--- src/rtl/vdma_pkg.sv ---
// vdma_pkg: VDMA write-path constants, lane-count derivation and an elaboration-time parameter check macro
`define VDMA_WIDTH_CHECK(name, cond, msg) if (!(cond)) begin : name $error(msg); end
package vdma_pkg;
  localparam logic [31:0] MODE_LINE = "LINE";
  localparam logic [31:0] MODE_ONCE = "ONCE";
  function automatic int nlane(input int msize, input int lsize);
    return msize / lsize;
  endfunction
endpackage

--- src/rtl/pack_lane_insert.sv ---
// pack_lane_insert: acc_out = acc with pixel pix zero-extended into lane index lane (lanes above lane must be empty in acc)
module pack_lane_insert import vdma_pkg::*; #(
  parameter int DSIZE = 24,
  parameter int LSIZE = 32,
  parameter int MSIZE = 128,
  parameter int LW = 2
)(
  input  logic [MSIZE-1:0] acc,
  input  logic [LW-1:0]    lane,
  input  logic [DSIZE-1:0] pix,
  output logic [MSIZE-1:0] acc_out
);
  `VDMA_WIDTH_CHECK(g_msize_chk, nlane(MSIZE, LSIZE) * LSIZE == MSIZE, "pack_lane_insert: MSIZE must be a multiple of LSIZE")
  always_comb acc_out = acc | (MSIZE'(pix) << (int'(lane) * LSIZE));
endmodule

--- src/rtl/pixel_word_packer.sv ---
// pixel_word_packer: packs pixels (clock/rst, falign/lalign/ealign strobes, idata_vld/idata) into MSIZE words on the FIFO write side (fifo_*), with word_cnt and sticky overflow/clr_overflow
module pixel_word_packer import vdma_pkg::*; #(
  parameter int DSIZE = 24,
  parameter int LSIZE = 32,
  parameter int MSIZE = 128,
  parameter logic [31:0] MODE = MODE_LINE
)(
  input  logic             clock,
  input  logic             rst,
  input  logic             falign,
  input  logic             lalign,
  input  logic             ealign,
  input  logic             idata_vld,
  input  logic [DSIZE-1:0] idata,
  input  logic             fifo_full,
  output logic             fifo_wr_en,
  output logic [MSIZE-1:0] fifo_wdata,
  output logic             fifo_wfirst,
  output logic             fifo_wlinelast,
  output logic             fifo_wlast,
  output logic [31:0]      word_cnt,
  output logic             overflow,
  input  logic             clr_overflow
);
  localparam int NLANE = nlane(MSIZE, LSIZE);
  localparam int LW = NLANE > 1 ? $clog2(NLANE) : 1;
  `VDMA_WIDTH_CHECK(g_dsize_chk, DSIZE <= LSIZE, "pixel_word_packer: DSIZE exceeds LSIZE")
  `VDMA_WIDTH_CHECK(g_mode_chk, MODE == MODE_LINE || MODE == MODE_ONCE, "pixel_word_packer: MODE must be LINE or ONCE")
  logic [LW-1:0] lane, lane_b;
  logic [MSIZE-1:0] acc, acc_b, acc_n;
  logic pend_first, line_seen, first_b, line_b, filled, complete, wr;
  always_comb begin
    lane_b = falign ? '0 : lane;
    acc_b = falign ? '0 : acc;
    first_b = falign || pend_first;
    line_b = !falign && line_seen;
    filled = idata_vld || lane_b != '0;
    complete = (idata_vld && lane_b == LW'(NLANE - 1)) || (filled && (ealign || (lalign && MODE == MODE_LINE)));
    wr = complete && !fifo_full;
  end
  pack_lane_insert #(.DSIZE(DSIZE), .LSIZE(LSIZE), .MSIZE(MSIZE), .LW(LW)) u_insert (
    .acc(acc_b), .lane(lane_b), .pix(idata), .acc_out(acc_n)
  );
  always_ff @(posedge clock or posedge rst)
    if (rst) begin
      lane <= '0;
      acc <= '0;
      pend_first <= 1'b1;
      line_seen <= 1'b0;
      fifo_wr_en <= 1'b0;
      fifo_wdata <= '0;
      fifo_wfirst <= 1'b0;
      fifo_wlinelast <= 1'b0;
      fifo_wlast <= 1'b0;
      word_cnt <= '0;
      overflow <= 1'b0;
    end else begin
      lane <= complete ? '0 : lane_b + LW'(idata_vld);
      acc <= complete ? '0 : idata_vld ? acc_n : acc_b;
      pend_first <= first_b && !wr;
      line_seen <= !complete && (line_b || (lalign && filled));
      fifo_wr_en <= wr;
      if (wr) begin
        fifo_wdata <= idata_vld ? acc_n : acc_b;
        fifo_wfirst <= first_b;
        fifo_wlinelast <= line_b || lalign;
        fifo_wlast <= ealign;
      end else if (ealign && !filled && fifo_wr_en)
        fifo_wlast <= 1'b1;
      word_cnt <= falign ? 32'(wr) : word_cnt + 32'(wr && word_cnt != '1);
      overflow <= (complete && fifo_full) || (overflow && !clr_overflow);
    end
endmodule

--- config.mk ---
export PLATFORM = sky130hd
export DESIGN_NAME = pixel_word_packer
export DESIGN_NICKNAME = d
export VERILOG_FILES = /design/src/rtl/vdma_pkg.sv /design/src/rtl/pack_lane_insert.sv /design/src/rtl/pixel_word_packer.sv
export SDC_FILE = /design/constraint.sdc
export NUM_CORES = 1
export LEC_CHECK = 0
export ABC_AREA = 1
export ABC_CLOCK_PERIOD_IN_PS = 17000
export CAP_MARGIN = 25
export CORE_ASPECT_RATIO = 1.5
export CORE_UTILIZATION = 68
export CTS_CLUSTER_SIZE = 14
export DETAILED_ROUTE_END_ITERATION = 12
export DONT_BUFFER_PORTS = 1
export PLACE_DENSITY_LB_ADDON = 0.15
export SLEW_MARGIN = 20
export SYNTH_ARGS = -nofsm -noshare
export SYNTH_HDL_FRONTEND = slang
export SYNTH_SLANG_ARGS = --single-unit
export TNS_END_PERCENT = 5
--- constraint.sdc ---
create_clock -name clock -period 17 [get_ports clock]
set_input_delay 3.4 -clock clock [delete_from_list [all_inputs] [get_ports clock]]
set_output_delay 3.4 -clock clock [all_outputs]
set_load 0.02 [all_outputs]
==> flow_summary.toml <==
[place]
detailed_place_hpwl_um = 17500
portBuffers = 0
gpl.final_weighted_congestion = 0.912
placedCellCount = 1406

[routing]
detail-route-antenna-nets = 0
detail_route.vias_per_cell = 5.81
detail_route.wl_per_cell_um = 18.5
drt_first_iter_violations = 594
remaining_drc_errors = 0
dr_total_vias = 8442
wl_um = 26900
drt_pass1_iterations = 6

[timing]
remaining_max_slew_budget_at_the_tightest_pin_pct = 35.6
clock_skew_ps = 11.1
min_period_over_period_pct = 41.0
timing_hold_violations_final = 0
period_needed_ps = 6970
fin_tns_setup_ps = 0
finalSetupViolCount = 0
hold-worst-slack_ps = 511
worst_pin_slew_ps = 965
timing_max_transition_violations_final = 0
maxClockFrequency_ghz = 0.143
unrepaired_setup_endpoints_after_global_routing = "false"

[layout]
num-fill-cells = 1196
layout.cells.non_filler = 1453
final_layout_size_suffix_gt1_share_pct = 4.75
area_used_by_sequential_logic_in_the_layout_um2 = 7430
final_core_util_pct = 75.0
finish.net_count = 1261
multiInputGateArea_um2 = 3830
num_antenna_cells = 0
area_growth_syn_to_layout_pct = 7.18

[pwr]
ir_worst_vdd_mv = 0.116
power_per_cell_area_nw_per_um2 = 110
leakagePower_nw = 5.92

[logic_synthesis]
yosys.cell_types.count = 30
syn_nets = 1293
synth_common_cells = "sky130_fd_sc_hd__nand2_1, sky130_fd_sc_hd__dfrtp_1, sky130_fd_sc_hd__nor2_1"
synthesis.yosys.warnings = 0
post-synth-top-area-cell = "sky130_fd_sc_hd__dfrtp_1"
synth_enable_flop_cells = 0
post_synth_instance_area_um2 = 11800
postSynthCellCount = 1259
yosys_most_used_dff = "sky130_fd_sc_hd__dfrtp_1"
synth_seq_area_share_pct = 62.8
ys_seq_elements = 297
synthTopCellsByArea = "sky130_fd_sc_hd__dfrtp_1, sky130_fd_sc_hd__nand2_1, sky130_fd_sc_hd__nor2_1, sky130_fd_sc_hd__o21ai_1, sky130_fd_sc_hd__a22oi_1"
synth_most_common_cell = "sky130_fd_sc_hd__nand2_1"
syn_avg_cell_area_um2 = 9.40
synth_top_cell_area_share_pct = 62.6
asyncSetResetFlopFracSynth_pct = 100

[setup_path]
critical_path.cell_chain = "inv_6, nand2_4, inv_4, nand3_1, nand2_4, nand2_8, nor2_1, ha_1, nand2_1, nor2_1, nand2_1, nor2_1, nand2_1, nand2_1, nand2_1, nor2_1"
worstPathMaxFanout = 156
path_delay_family = "simple AND/OR/NAND/NOR gates"
critical_path.most_common_cell = "sky130_fd_sc_hd__nand2_1"
worst_setup_path_end_kind = "flop"
critical_path_required_ps = 17450
cpPeakStageDelay_ps = 630
critical_path_class = "input port to flop"
crit_path_top_delay_cell = "sky130_fd_sc_hd__nand2_8"
setup.worst_path.start_class = "input port"
r2r_slack_ps = 13050
arrival_ps = 7420
worstPathBufferInverterCount = 2

[floorplanning]
ios = 197
core_area_um2 = 16900
die_w_um = 110
dieArea_um2 = 18000
die_height_um = 164
initial_utilization_pct = 70.0
floorplan.rows = 58

[cts]
cts-root-buf = "sky130_fd_sc_hd__clkbuf_16"
tritoncts_clock_tree = "done"
worst_skew_pair.late_latency_ps = 520
clkSinkCount = 297
post_cts_resized = 0
worst_setup_hold_path_clk_slew_ps = 60
post_cts_buffers = 0
htree_levels = 1
numCtsBuffers = 26
cts-root-to-sink-buffers = 3
count_of_hold_fix_buffers_inserted_at_cts = 0

[global_routing]
antenna_found_initial = 0
grt_pass1_wl_um = 42000
grt_max_degree = 157
grt_use_total_pct = 30.6
aggregate_global_routing_overflow = 0
first_global_vias = 8259

[run_status]
result_of_the_run = "complete, no violations"

[job]
max_cap_viol_count = 0

[hold_path]
holdCritPathClass = "flop to flop"
sequential cells by signal, summed over array words and instances (netlist names):
register,cells
pend_first,1
word_cnt,32
line_seen,1
fifo_wlast,1
fifo_wdata,128
fifo_wlinelast,1
fifo_wr_en,1
acc,128
fifo_wfirst,1
lane,2
overflow,1
layer usage:
| layer | part of all wire (%) | track usage (%) | vias up |
|---|---|---|---|
| met5 | 0 | 1.19 | - |
| met4 | 3.2 | 11.0 | 0 |
| met3 | 7.4 | 7.66 | 57 |
| met2 | 53 | 53.9 | 257 |
| met1 | 37 | 35.8 | 4138 |
| li1 | - | - | 3990 |
power breakdown:
| part | total (mW) | internal [mW] | switching, mW |
|---|---|---|---|
| Clock | 0.570 | 0.327 | 0.243 |
| Combinational | 0.0732 | 0.0169 | 0.0562 |
| Sequential | 0.756 | 0.726 | 0.0307 |
| Total | 1.40 | 1.07 | 0.330 |
logic make-up (layout without fill, tap and decap cells):
kind of cell    count (synthesis)  after routing  synth area share [%]
simple gates                  585            585                  19.1
flops                         297            297                  62.8
compound gates                248            248                  12.6
buf+inv                       122            106                  4.99
xor+xnor                        5              5                 0.370
fa+ha+maj                       2              2                 0.211
worst register-to-register path: stages, from the launching register on:
cell	delay (ps)
sky130_fd_sc_hd__dfrtp_1	370
sky130_fd_sc_hd__nand2_4	80
sky130_fd_sc_hd__inv_4	230
sky130_fd_sc_hd__nand3_1	170
sky130_fd_sc_hd__nand2_4	500
sky130_fd_sc_hd__nand2_8	640
sky130_fd_sc_hd__nor2_1	450
sky130_fd_sc_hd__ha_1	230
sky130_fd_sc_hd__nand2_1	90
sky130_fd_sc_hd__nor2_1	410
sky130_fd_sc_hd__nand2_1	90
sky130_fd_sc_hd__nor2_1	300
sky130_fd_sc_hd__nand2_1	100
sky130_fd_sc_hd__nand2_1	60
sky130_fd_sc_hd__nand2_1	60
sky130_fd_sc_hd__nor2_1	90
cells in the final DEF (no fill, tap or decap), types with 8 or more instances in the layout:
cell type / n
sky130_fd_sc_hd__nand2_1: 316
sky130_fd_sc_hd__o21ai_0: 12
sky130_fd_sc_hd__clkbuf_1: 10
sky130_fd_sc_hd__dfrtp_1: 296
sky130_fd_sc_hd__a21boi_0: 48
sky130_fd_sc_hd__buf_4: 8
sky130_fd_sc_hd__a22oi_1: 49
sky130_fd_sc_hd__nor2_1: 239
sky130_fd_sc_hd__clkbuf_16: 27
sky130_fd_sc_hd__nand3_1: 18
sky130_fd_sc_hd__a21oi_1: 14
sky130_fd_sc_hd__inv_1: 45
sky130_fd_sc_hd__o21ai_1: 124
layout make-up:
| cell class | count | area share [%] |
|---|---|---|
| multi-input cells | 840 | 30.2 |
| clock inverters | 2 | 0.276 |
| inverters | 51 | 1.63 |
| well taps | 210 | 2.07 |
| clock buffers | 42 | 6.16 |
| repair buffers | 11 | 1.06 |
| flip-flops and latches | 297 | 58.6 |
path summary, 6_finish.rpt:
path	start	endpoint	depth (start not counted)
min in group asynchronous	rst	fifo_wdata[21]	1
hold / removal	acc[106]	acc[106]	2
setup reg to reg	lane[0]	word_cnt[30]	15
setup / recovery	falign	word_cnt[30]	16
hold reg to reg	acc[106]	acc[106]	2
max in group asynchronous	rst	fifo_wdata[33]	3
through the flow:
step | instance area, um2 | total power [mW] | setup slack (ps)
3_3_place_gp | 11800 | 0.839 | 9740
4_1_cts | 12600 | 1.40 | 10080
2_1_floorplan | 11800 | 0.825 | 5400
3_5_place_dp | 11800 | 0.841 | 9590
6_report | 12700 | 1.40 | 10030
5_1_grt | 12700 | 1.44 | 9590
No activity file was read; power rests on OpenSTA's default activity.
